$ cat src/rtl/rand_range_gen.sv
// rand_range_gen
//   Uniform random number source for game setup. A Fibonacci LFSR runs
//   freely. On a request the low OUT_W bits of the LFSR are taken as the
//   candidate, one per cycle, until one lands in [0, LIMIT-1]. A candidate
//   is also rejected if UNIQUE is set and that value was already handed out.
//   After MAX_TRIES rejected candidates a deterministic fallback value is
//   returned so that the latency stays bounded. In UNIQUE mode a LIMIT-bit
//   bitmap records the values handed out. Once every value is used, a
//   request completes at once with exhausted=1.
//
// Ports
//   clk         system clock, rising edge
//   rst_n       synchronous active-low reset
//   seed_load   load seed into the LFSR this edge (zero seed becomes 1)
//   seed        seed value, WIDTH bits
//   clear_used  zero the used bitmap and used counter
//   req         request a number; sampled only when idle
//   ack         consumer accepts the current result
//   number      result, held while valid=1
//   valid       result available
//   fallback    result came from the bounded-retry fallback path
//   exhausted   UNIQUE mode and every value has been handed out
//   busy        request in progress or result not yet acknowledged

module rand_range_gen #(
  parameter int              WIDTH     = 8,
  parameter logic [WIDTH-1:0] TAPS     = 8'hB8,
  parameter int              OUT_W     = 6,
  parameter int              LIMIT     = 40,
  parameter int              MAX_TRIES = 16,
  parameter int              UNIQUE    = 0
) (
  input  logic             clk,
  input  logic             rst_n,
  input  logic             seed_load,
  input  logic [WIDTH-1:0] seed,
  input  logic             clear_used,
  input  logic             req,
  input  logic             ack,
  output logic [OUT_W-1:0] number,
  output logic             valid,
  output logic             fallback,
  output logic             exhausted,
  output logic             busy
);

  localparam int PAD   = 1 << OUT_W;
  localparam int TRY_W = (MAX_TRIES > 1) ? $clog2(MAX_TRIES) : 1;
  localparam int CNT_W = (LIMIT > 0) ? $clog2(LIMIT + 1) : 1;
  localparam logic [TRY_W-1:0] LAST_TRY  = TRY_W'(MAX_TRIES - 1);
  localparam logic [CNT_W-1:0] LIMIT_CNT = CNT_W'(LIMIT);
  localparam logic             UNIQUE_ON = (UNIQUE != 0);

  typedef enum logic [1:0] {
    ST_IDLE   = 2'd0,
    ST_SEARCH = 2'd1,
    ST_VALID  = 2'd2
  } state_t;

  state_t state_reg;
  state_t state_next;

  logic [WIDTH-1:0] lfsr_reg;
  logic [TRY_W-1:0] tries_reg;
  logic [LIMIT-1:0] used_reg;
  logic [CNT_W-1:0] used_cnt_reg;

  logic [OUT_W-1:0] number_reg;
  logic             valid_reg;
  logic             fallback_reg;
  logic             exhausted_reg;

  // ------------------------------------------------------------------
  // Candidate qualification
  // ------------------------------------------------------------------
  logic [OUT_W-1:0] cand;
  logic             feedback;
  logic             accept;
  logic             last_try;
  logic             all_used;
  logic [OUT_W-1:0] low_idx;

  assign cand     = lfsr_reg[OUT_W-1:0];
  assign feedback = ^(lfsr_reg & TAPS);
  assign last_try = (tries_reg == LAST_TRY);
  assign all_used = (used_cnt_reg == LIMIT_CNT);

  // blocked[v] is 1 for every candidate value that must be rejected:
  // values at or above LIMIT always, and used values in UNIQUE mode.
  // Padding to the full 2^OUT_W range lets the candidate index it directly.
  logic [PAD-1:0] blocked;

  genvar gi;
  generate
    for (gi = 0; gi < PAD; gi++) begin : g_blocked
      if (gi < LIMIT) begin : g_in
        assign blocked[gi] = UNIQUE_ON & used_reg[gi];
      end else begin : g_out
        assign blocked[gi] = 1'b1;
      end
    end
  endgenerate

  assign accept = ~blocked[cand];

  // Lowest unused index, built as a ripple chain from the top entry down
  // so that the lowest clear bit wins.
  logic [OUT_W-1:0] low_chain [0:LIMIT];

  assign low_chain[LIMIT] = '0;
  generate
    for (gi = 0; gi < LIMIT; gi++) begin : g_low
      assign low_chain[gi] = used_reg[gi] ? low_chain[gi+1] : OUT_W'(gi);
    end
  endgenerate
  assign low_idx = low_chain[0];

  // ------------------------------------------------------------------
  // Control strobes (filled in by the output process)
  // ------------------------------------------------------------------
  logic             tries_clr;
  logic             tries_inc;
  logic             load_result;
  logic [OUT_W-1:0] res_number;
  logic             res_fallback;
  logic             res_exhausted;
  logic             clear_result;
  logic             mark_en;
  logic [OUT_W-1:0] mark_idx;
  logic [LIMIT-1:0] mark_vec;

  generate
    for (gi = 0; gi < LIMIT; gi++) begin : g_mark
      assign mark_vec[gi] = mark_en & (mark_idx == OUT_W'(gi));
    end
  endgenerate

  // ------------------------------------------------------------------
  // FSM: state register
  // ------------------------------------------------------------------
  always_ff @(posedge clk) begin
    if (!rst_n) begin
      state_reg <= ST_IDLE;
    end else begin
      state_reg <= state_next;
    end
  end

  // ------------------------------------------------------------------
  // FSM: next-state logic
  // ------------------------------------------------------------------
  always_comb begin
    state_next = state_reg;
    case (state_reg)
      ST_IDLE: begin
        // A seed load on the same edge takes priority over a new request.
        if (req && !seed_load) begin
          if (UNIQUE_ON && all_used) begin
            state_next = ST_VALID;
          end else begin
            state_next = ST_SEARCH;
          end
        end
      end
      ST_SEARCH: begin
        if (accept || last_try) begin
          state_next = ST_VALID;
        end
      end
      ST_VALID: begin
        if (ack) begin
          state_next = ST_IDLE;
        end
      end
      default: state_next = ST_IDLE;
    endcase
  end

  // ------------------------------------------------------------------
  // FSM: output / control logic
  // ------------------------------------------------------------------
  always_comb begin
    tries_clr     = 1'b0;
    tries_inc     = 1'b0;
    load_result   = 1'b0;
    res_number    = '0;
    res_fallback  = 1'b0;
    res_exhausted = 1'b0;
    clear_result  = 1'b0;
    mark_en       = 1'b0;
    mark_idx      = '0;
    case (state_reg)
      ST_IDLE: begin
        if (req && !seed_load) begin
          tries_clr = 1'b1;
          if (UNIQUE_ON && all_used) begin
            load_result   = 1'b1;
            res_exhausted = 1'b1;
          end
        end
      end
      ST_SEARCH: begin
        if (accept) begin
          load_result = 1'b1;
          res_number  = cand;
          mark_en     = UNIQUE_ON;
          mark_idx    = cand;
        end else if (last_try) begin
          // Out of tries: return the lowest legal value. In UNIQUE mode that
          // is the lowest unused entry, which always exists here because the
          // exhausted case never enters SEARCH.
          load_result  = 1'b1;
          res_fallback = 1'b1;
          res_number   = UNIQUE_ON ? low_idx : '0;
          mark_en      = UNIQUE_ON;
          mark_idx     = low_idx;
        end else begin
          tries_inc = 1'b1;
        end
      end
      ST_VALID: begin
        if (ack) begin
          clear_result = 1'b1;
        end
      end
      default: ;
    endcase
  end

  // ------------------------------------------------------------------
  // LFSR: advances every cycle; a seed load overrides the advance.
  // ------------------------------------------------------------------
  always_ff @(posedge clk) begin
    if (!rst_n) begin
      lfsr_reg <= WIDTH'(1);
    end else if (seed_load) begin
      lfsr_reg <= (seed == '0) ? WIDTH'(1) : seed;
    end else begin
      lfsr_reg <= {lfsr_reg[WIDTH-2:0], feedback};
    end
  end

  // ------------------------------------------------------------------
  // Try counter
  // ------------------------------------------------------------------
  always_ff @(posedge clk) begin
    if (!rst_n) begin
      tries_reg <= '0;
    end else if (tries_clr) begin
      tries_reg <= '0;
    end else if (tries_inc) begin
      tries_reg <= tries_reg + TRY_W'(1);
    end
  end

  // ------------------------------------------------------------------
  // Used bitmap and its population counter. A clear on the same edge as
  // a mark wins, so the freshly returned value is not remembered.
  // ------------------------------------------------------------------
  always_ff @(posedge clk) begin
    if (!rst_n) begin
      used_reg     <= '0;
      used_cnt_reg <= '0;
    end else if (clear_used) begin
      used_reg     <= '0;
      used_cnt_reg <= '0;
    end else if (mark_en) begin
      used_reg     <= used_reg | mark_vec;
      used_cnt_reg <= used_cnt_reg + CNT_W'(1);
    end
  end

  // ------------------------------------------------------------------
  // Result registers: loaded on completion, held until acknowledged.
  // ------------------------------------------------------------------
  always_ff @(posedge clk) begin
    if (!rst_n) begin
      number_reg    <= '0;
      valid_reg     <= 1'b0;
      fallback_reg  <= 1'b0;
      exhausted_reg <= 1'b0;
    end else if (load_result) begin
      number_reg    <= res_number;
      valid_reg     <= 1'b1;
      fallback_reg  <= res_fallback;
      exhausted_reg <= res_exhausted;
    end else if (clear_result) begin
      valid_reg     <= 1'b0;
      fallback_reg  <= 1'b0;
      exhausted_reg <= 1'b0;
    end
  end

  assign number    = number_reg;
  assign valid     = valid_reg;
  assign fallback  = fallback_reg;
  assign exhausted = exhausted_reg;
  assign busy      = (state_reg != ST_IDLE);

endmodule

$ cat config.mk
export PLATFORM = sky130hd
export DESIGN_NAME = rand_range_gen
export DESIGN_NICKNAME = d
export VERILOG_FILES = /design/src/rtl/rand_range_gen.sv
export SDC_FILE = /design/constraint.sdc
export NUM_CORES = 1
export LEC_CHECK = 0
export BUFFER_PORTS_ARGS = -buffer_cell sky130_fd_sc_hd__buf_2
export CORE_MARGIN = 3
export CORE_UTILIZATION = 43
export CTS_CLUSTER_DIAMETER = 200
export DETAILED_ROUTE_END_ITERATION = 7
export HOLD_SLACK_MARGIN = 0.05
export PLACE_DENSITY = 0.64
export SLEW_MARGIN = 20
export SYNTH_ARGS = -nofsm -noshare
export SYNTH_HDL_FRONTEND = slang
export SYNTH_SLANG_ARGS = --single-unit
$ cat constraint.sdc
create_clock -name clk -period 2.57 [get_ports clk]
set_input_delay 0 -clock clk [delete_from_list [all_inputs] [get_ports clk]]
set_output_delay 0 -clock clk [all_outputs]
set_load 0.005 [all_outputs]
### Yosys cells after proc, flatten, opt, wreduce, memory -nomap -nowiden

Memories as Yosys holds them, arrays and structs flattened. A register that Yosys moved wholly into a read port is not among the register bits.
Cells that the tools add are included.

| storage, ports and cells | value |
|---|---|
| input bits | 14 |
| memories kept | 1 |
| bits in read-only memories | 64 |
| flip-flop bits (word level) | 22 |
| logic and storage cells | 52 |
| output and inout bits | 10 |

| cells by class | value |
|---|---|
| eq/ne operators | 6 |
| reductions and logical operators | 10 |
| magnitude comparators | 1 |
| bitwise gates (word level) | 2 |
| mux-type cells | 25 |
| add/subtract/negate cells | 1 |

Memories:

| memory | depth | bits a word | read ports | clocked after Yosys merged registers in | wr ports | line | RTL |
|---|---|---|---|---|---|---|---|
| (name not given) | 64 | 1 | 1 | 1 | 0 | 104 | `assign accept = ~blocked[cand];` |

Operator list:

| operator | count |
|---|---|
| 6-bit 2-to-1 mux | 3 |
| 1-bit 2-to-1 mux | 16 |
| 8-bit 2-to-1 mux | 2 |
| 8-bit zero test | 1 |
| 8-bit parity | 1 |
| 6-bit by 7-bit less-than comparator with 1-bit output, second input constant | 1 |
| 2-bit 2-to-1 mux | 3 |
| 2-bit != test, second input constant | 3 |
| 2-bit case mux with 3 select lines | 1 |
| 4-bit by 1-bit adder with 4-bit output, second input constant | 1 |
| 4-bit equality test, second input constant | 1 |
| 2-bit nonzero test | 2 |
| 3-bit AND reduction | 1 |
| 2-bit by 1-bit equality test with 1-bit output, second input constant | 1 |
| 2-bit equality test, second input constant | 1 |
| 2-bit zero test | 1 |
| 1-bit inverter | 2 |
| 2-bit OR reduction | 1 |
| 1-bit logical AND | 1 |
| 1-bit zero test | 1 |
| 1-bit logical OR | 1 |

### Depth between registers and ports, before layout

Gate-level depths: netlist (run 1).

| logic depth | value |
|---|---|
| word-level depth | 6 |
| gate-level depth with buffers | 5 |
| depth with buffers taken out | 4 |

### Worst setup path before layout (run 1)

OpenSTA, ideal clock, no wires.

| path | value |
|---|---|
| path type | reg2reg |
| start point | register tries_reg[0] |
| end point | register tries_reg[1] |
| setup slack | 1.206 ns |
| required time | 2.504 ns |
| stages on the path, launching flop included | 6 |
| arrival | 1.298 ns |
| cell sequence | dfxtp_1 -> ha_1 -> and3_1 -> buf_6 -> or3b_1 -> a21oi_2 |

| between the ends | value |
|---|---|
| word-level cells in the longest chain between the ends | 4 |

RTL lines:

| element | line | RTL |
|---|---|---|
| start, declared | 64 | `logic [TRY_W-1:0] tries_reg;` |
| start signal, assigned | 252 | `tries_reg <= tries_reg + TRY_W'(1);` |
| 4-bit equality test | 85 | `assign last_try = (tries_reg == LAST_TRY);` |
| 1-bit 2-to-1 mux | 208 | `end else if (last_try) begin` |
| 1-bit 2-to-1 mux | 203 | `if (accept) begin` |
| 1-bit 2-to-1 mux | 192 | `case (state_reg)` |

Several ways; a longest one is shown, not always the timed one.
A chain may end at the register's enable or synchronous reset.

==> results of run 1 <==
[cell type report]
class	count	area, µm²
inverter	3	11.3
clock inverter	1	5.00
sequential	23	460
clock buffer	3	22.5
fill	177	853
multi-input combinational	61	460
tap	27	33.8
timing repair buffer	32	215
[path summary, 6_finish.rpt]
kind / from / end / slack (ps) / cells after the start
setup / recovery: rst_n / lfsr_reg[0] / 750 / 6
hold / removal: seed_load / lfsr_reg[2] / 120 / 3
setup reg to reg: lfsr_reg[4] / lfsr_reg[0] / 1060 / 4
hold reg to reg: valid / valid / 470 / 2
[power breakdown]
| group | internal [mW] | total (mW) | switching, mW | leakage [nW] |
|---|---|---|---|---|
| logic | 0.0428 | 0.0786 | 0.0358 | 0.339 |
| clock network | 0.0581 | 0.160 | 0.102 | 0.0177 |
| registers | 0.371 | 0.383 | 0.0118 | 0.188 |
| total | 0.472 | 0.621 | 0.149 | 0.544 |
[per-layer routing]
metal  vias up  GRT usage  wire length (µm)
met1       367      0.199               955
met4         0     0.0766                 0
li1        401          -                 -
met3         0     0.0693               145
met2        26      0.262               911
met5         -          0                 0
[metrics by stage]
| step | hold slack, ps | util | power, mW | cells | cell area (µm²) |
|---|---|---|---|---|---|
| after global routing | 122 | 0.586 | 0.657 | 150 | 1210 |
| after detailed placement | 257 | 0.519 | 0.455 | 135 | 1070 |
| after CTS | 109 | 0.586 | 0.629 | 150 | 1210 |
| final | 123 | 0.586 | 0.621 | 150 | 1210 |
| after floorplan | 147 | - | 0.435 | 93 | 986 |
| after global placement | 252 | 0.519 | 0.453 | 135 | 1070 |
[synth_stat cells]
master	count	area, µm²
buf_6	3	33.8
a22oi_1	1	7.51
o21a_1	1	7.51
a211oi_1	3	22.5
a21oi_2	1	8.76
nor2b_4	1	13.8
xor2_1	2	17.5
buf_4	2	15.0
a32o_1	6	60.1
a21oi_1	3	15.0
or3b_1	1	8.76
xnor2_1	1	8.76
nand2_2	1	6.26
nor3_1	1	5.00
a31oi_1	2	12.5
nor2_2	1	6.26
or3_1	2	12.5
and3_1	2	12.5
nand3b_1	1	7.51
ha_1	1	12.5
a2111oi_0	1	8.76
or4b_4	1	13.8
nand3_1	1	5.00
o22ai_1	1	6.26
nor2_1	8	30.0
dfxtp_1	23	460
conb_1	1	3.75
nor4_1	1	6.26
nand3b_4	1	20.0
nor3b_1	2	15.0
nand2_1	1	3.75
or2_2	1	6.26
inv_1	3	11.3
o21ai_2	1	8.76
o31ai_1	1	7.51
o21ai_0	2	10.0
buf_2	1	5.00
mux2i_1	7	70.1
[worst max-delay path, stage by stage]
cell	delay, ps
dlygate4sd3_1	520
buf_2	220
inv_1	230
a2111oi_0	400
a31oi_1	70
dlygate4sd3_1	570
[logic make-up after synthesis]
kind of cell,count (synthesis),share of synthesized area
AOI/OAI and AO/OA,23,0.178
xor gates and xnor gates,3,0.0267
adders and majority gates,1,0.0127
buffers and inverters,9,0.0660
DFF,23,0.467
muxes,7,0.0711
other,1,0.00380
and+or+nand+nor,26,0.175
==> results_dict.tcl, run 1 <==
set metrics [dict create \
    rsz0062_at_grt "no" \
    tns_ps 0 \
    grt_usage 0.168 \
    power_density_nw_per_um2 514 \
    timing.final.crit_period_ps 1820 \
    status "finished clean" \
    port_buffers 21 \
    worst_slack_ps 751 \
    antenna_found_initial 0 \
    setup_viol 0 \
    grt_pass1_wl_um 3490 \
    cp.required_ps 2770 \
    leakage_nw 0.544 \
    syn_area_per_cell_um2 10.6 \
    grt_max_degree 14 \
    wl_um 2010 \
    clkLatencyLatePin_ps 310 \
    cts.htree.levels 1 \
    drt_iter0_markers 2 \
    ir_drop_mv 0.370 \
    grt_overflow 0 \
    ant_nets 0 \
    ys_types 38 \
    cts_tree "built" \
    crit_type "in -> reg" \
    die_height_um 53.9 \
    avgViaCountPerCell 5.29 \
    routed-via-count 794 \
    final_nets 139 \
    postSynthCellCount 93 \
    hpwlAfterDp_um 1430 \
    synth_warnings 0 \
    largest_register_ff_count 8 \
    cts_repair_resize_count 0 \
    final_common_cell "dfxtp_1" \
    ctsHoldBuffers 11 \
    wl_per_cell_um 13.4 \
    arrival_ps 2020 \
    final_hold_viol_count 0 \
    die_w_um 53.9 \
    critical_path.max_fanout 13 \
    endpoint_kind "flop" \
    fmax_mhz 550 \
    path_clk_slew_ps 120 \
    placementRows 16 \
    start_util 0.478 \
    crit_path_start_kind "input port" \
    slew_violations 0 \
    post-route-period-util 0.708 \
    syn-cell-area_um2 986 \
    cts_buffers 3 \
    ios 24 \
    pre_cts_ws_ps 1110 \
    cts-root-buf "clkbuf_4" \
    area_growth_syn_to_layout_pct 22.6 \
    antenna_cells 0 \
    final_cell_mix "23 x dfxtp_1, 21 x buf_2, 11 x dlygate4sd3_1" \
    drive_above_1_share 0.268 \
    hold_path.class "in -> reg" \
    cts_setup_buffers 0 \
    clockBufferDepth 2 \
    gp_congestion 0.754 \
    grt_pass1_vias 807 \
    maxCapViolCount 0 \
    cts_num_sinks 23 \
    yosysSeqAreaShare 0.467 \
    drc 0 \
    core_area_um2 2060 \
    skew_ps 5.04 \
    syn_nets 108 \
    ys_ff_latch 23 \
    fp.dieArea_um2 2900 \
    first_pass_iters 4 \
]
Power figures use the tool's default switching activity.
==> run 2, diff against run 1 <==
ABC_AREA = 1   (was default)
clock period = 1.8 ns   (was 2.57 ns; I/O delays follow)
==> run 2 against run 1 <==
- combinational power is 67% higher
- non-clock buffer count is 5 higher
- cell count is 41% higher
- final area is 10% higher
- sequential share of layout area is 3.6 points lower
- clock skew is 2.9 ps lower
- via count is 24% higher
- critical path depth is 2 higher
- critical endpoint unchanged
==> results_dict.tcl, run 2 <==
set metrics [dict create \
    status "finished clean" \
    fp.dieArea_um2 3020 \
    hpwlAfterDp_um 1500 \
    synth_top_area_frac 0.447 \
    reg2reg_depth 6 \
    crit_path_start "seed[3]" \
    grt_overflow 0 \
    met3WireLength_um 68 \
    routed-via-count 986 \
    ant_nets 0 \
    path_clk_slew_ps 130 \
    avgViaCountPerCell 4.65 \
    skew_ps 2.11 \
    synth_common_cells "48 x nand2_1, 23 x dfxtp_1, 16 x a21oi_1" \
    cts_buffers 3 \
    synth_top_family_by_area "simple AND/OR/NAND/NOR gates" \
    multi_input_area_um2 478 \
    synth-compound-area-share 0.115 \
    synth_edf_count 0 \
    wl_per_cell_um 9.33 \
    postSynthCellCount 146 \
    yosysSeqAreaShare 0.447 \
    die_height_um 54.9 \
    wl_met2_um 985 \
    wl_um 1980 \
    post-route-period-util 0.768 \
    grt_max_degree 14 \
    clkLatencyLatePin_ps 310 \
    grt_usage 0.156 \
    synth_area_leaders "dfxtp_1 45%, nand2_1 17%, a21oi_1 7.8%" \
    maxCapViolCount 0 \
    yosysMostFrequentCell "nand2_1" \
    final_nets 200 \
    top_layer_used "met4" \
    core_area_um2 2230 \
    grt_pass1_vias 890 \
    syn_area_per_cell_um2 7.05 \
    setup_viol 0 \
    final_common_cell "nand2_1" \
    ys_types 22 \
    timing.final.crit_period_ps 1380 \
    first_pass_iters 4 \
    port_buffers 21 \
    gp_congestion 0.739 \
    fmax_mhz 723 \
    crit_end "lfsr_reg[0]" \
    area_growth_syn_to_layout_pct 29.5 \
    drive_above_1_share 0.196 \
    die_w_um 54.9 \
    final.fill_count 218 \
    regArea_um2 460 \
    syn-cell-area_um2 1030 \
    crit_path_start_kind "input port" \
    power_density_nw_per_um2 684 \
    critical_path.max_fanout 2 \
    r2r_slack_ps 540 \
    tns_ps 0 \
    cp.required_ps 2060 \
    leakage_nw 0.621 \
    ios 24 \
    cts_num_sinks 23 \
    arrival_ps 1640 \
    ir_drop_mv 0.529 \
    grt_pass1_wl_um 3410 \
    cts_tree "built" \
    slew_violations 0 \
    ys_ff_latch 23 \
    final_cell_mix "48 x nand2_1, 23 x dfxtp_1, 21 x buf_2" \
    ys.flop_type "dfxtp_1" \
    hold_path.class "in -> reg" \
    async_flop_share 0 \
    synthXorXnorAreaFrac 0.00851 \
    dp.cells 192 \
    drc 0 \
    placementRows 17 \
    synthAdderAreaFrac 0.0122 \
    r2r-start "tries_reg[0]" \
    crit_type "in -> reg" \
    timing.rr.end "number[2]" \
    yosys.area_share.simple 0.324 \
    met1Wirelength_um 910 \
    cts-root-buf "clkbuf_4" \
    drt_iter0_markers 6 \
    antenna_found_initial 0 \
    endpoint_kind "flop" \
    cts_setup_buffers 0 \
    yosysTopAreaCell "dfxtp_1" \
    rsz0062_at_grt "no" \
    start_util 0.461 \
    synthMuxAreaShare 0 \
    syn_nets 161 \
    clockBufferDepth 2 \
    final_hold_viol_count 0 \
    fin_cells 212 \
    largest_register_ff_count 8 \
    cts.htree.levels 1 \
    antenna_cells 0 \
    worstHoldPathCells 4 \
    synth_warnings 0 \
]
==> run 2: cell count changes in the layout (fill, tap and decap cells not counted), sizes merged, moves of 4 or more <==
cell	before	now
a32o	6	0
nand2	2	48
inv	3	18
a21oi	4	17
nand3	1	10
dlygate4sd3	11	16
nor2	9	13
mux2i	7	0
==> run 2: metal layers <==
metal | track usage | vias to the layer above
li1 | - | 533
met1 | 0.177 | 435
met2 | 0.289 | 16
met3 | 0.0241 | 2
met4 | 0.0607 | 0
met5 | 0 | -
==> run 2: timing repair <==
action,in CTS,in global routing
hold buffers,16,0
hold endpoints to repair,13,0
setup endpoints to repair,0,0
gates resized for setup,0,0
==> run 2: where the power goes <==
group	internal, mW	switching (mW)	total (mW)	leakage (nW)
Clock	0.0829	0.153	0.236	0.0177
Sequential	0.531	0.0150	0.546	0.188
Combinational	0.0659	0.0646	0.131	0.415
==> run 2: final cells by class <==
type                            count  area share
Inverter                           18      0.0507
Tap cell                           28      0.0263
Sequential cell                    23       0.345
Timing Repair Buffer               37       0.199
Clock buffer                        3      0.0169
Multi-Input combinational cell    102       0.358
Clock inverter                      1     0.00375
==> run 2: cell families after synthesis <==
logic type / after synthesis
flops: 23
simple gates: 76
buf+inv: 21
other cells: 1
fa+ha+maj: 1
xor+xnor: 1
compound gates: 23
==> run 2: metrics by stage <==
stage	util	worst slack (ps)	hold WS (ps)	area, µm²	power [mW]
2_1_floorplan	-	704	113	1030	0.627
3_3_place_gp	0.513	570	245	1150	0.658
3_5_place_dp	0.513	565	246	1150	0.660
4_1_cts	0.597	421	51.8	1330	0.923
5_1_grt	0.597	364	84.8	1330	0.967
6_report	0.597	417	51.4	1330	0.912
==> run 2: how the worst min path moves through the flow <==
stage	from	endpoint	slack, ps
floorplan	seed_load	lfsr_reg[0]	110
global placement	seed[7]	lfsr_reg[7]	240
detailed placement	seed[7]	lfsr_reg[7]	250
CTS	seed[4]	lfsr_reg[4]	50
global route	seed[4]	lfsr_reg[4]	80
finish	seed[4]	lfsr_reg[4]	50
==> run 2: critical path, stage by stage <==
cell           delay [ps]
dlygate4sd3_1         530
buf_2                 130
nor2_1                100
nand2_1                50
o21ai_0               140
nand2_1                60
dlygate4sd3_1         550
nand3_1                70
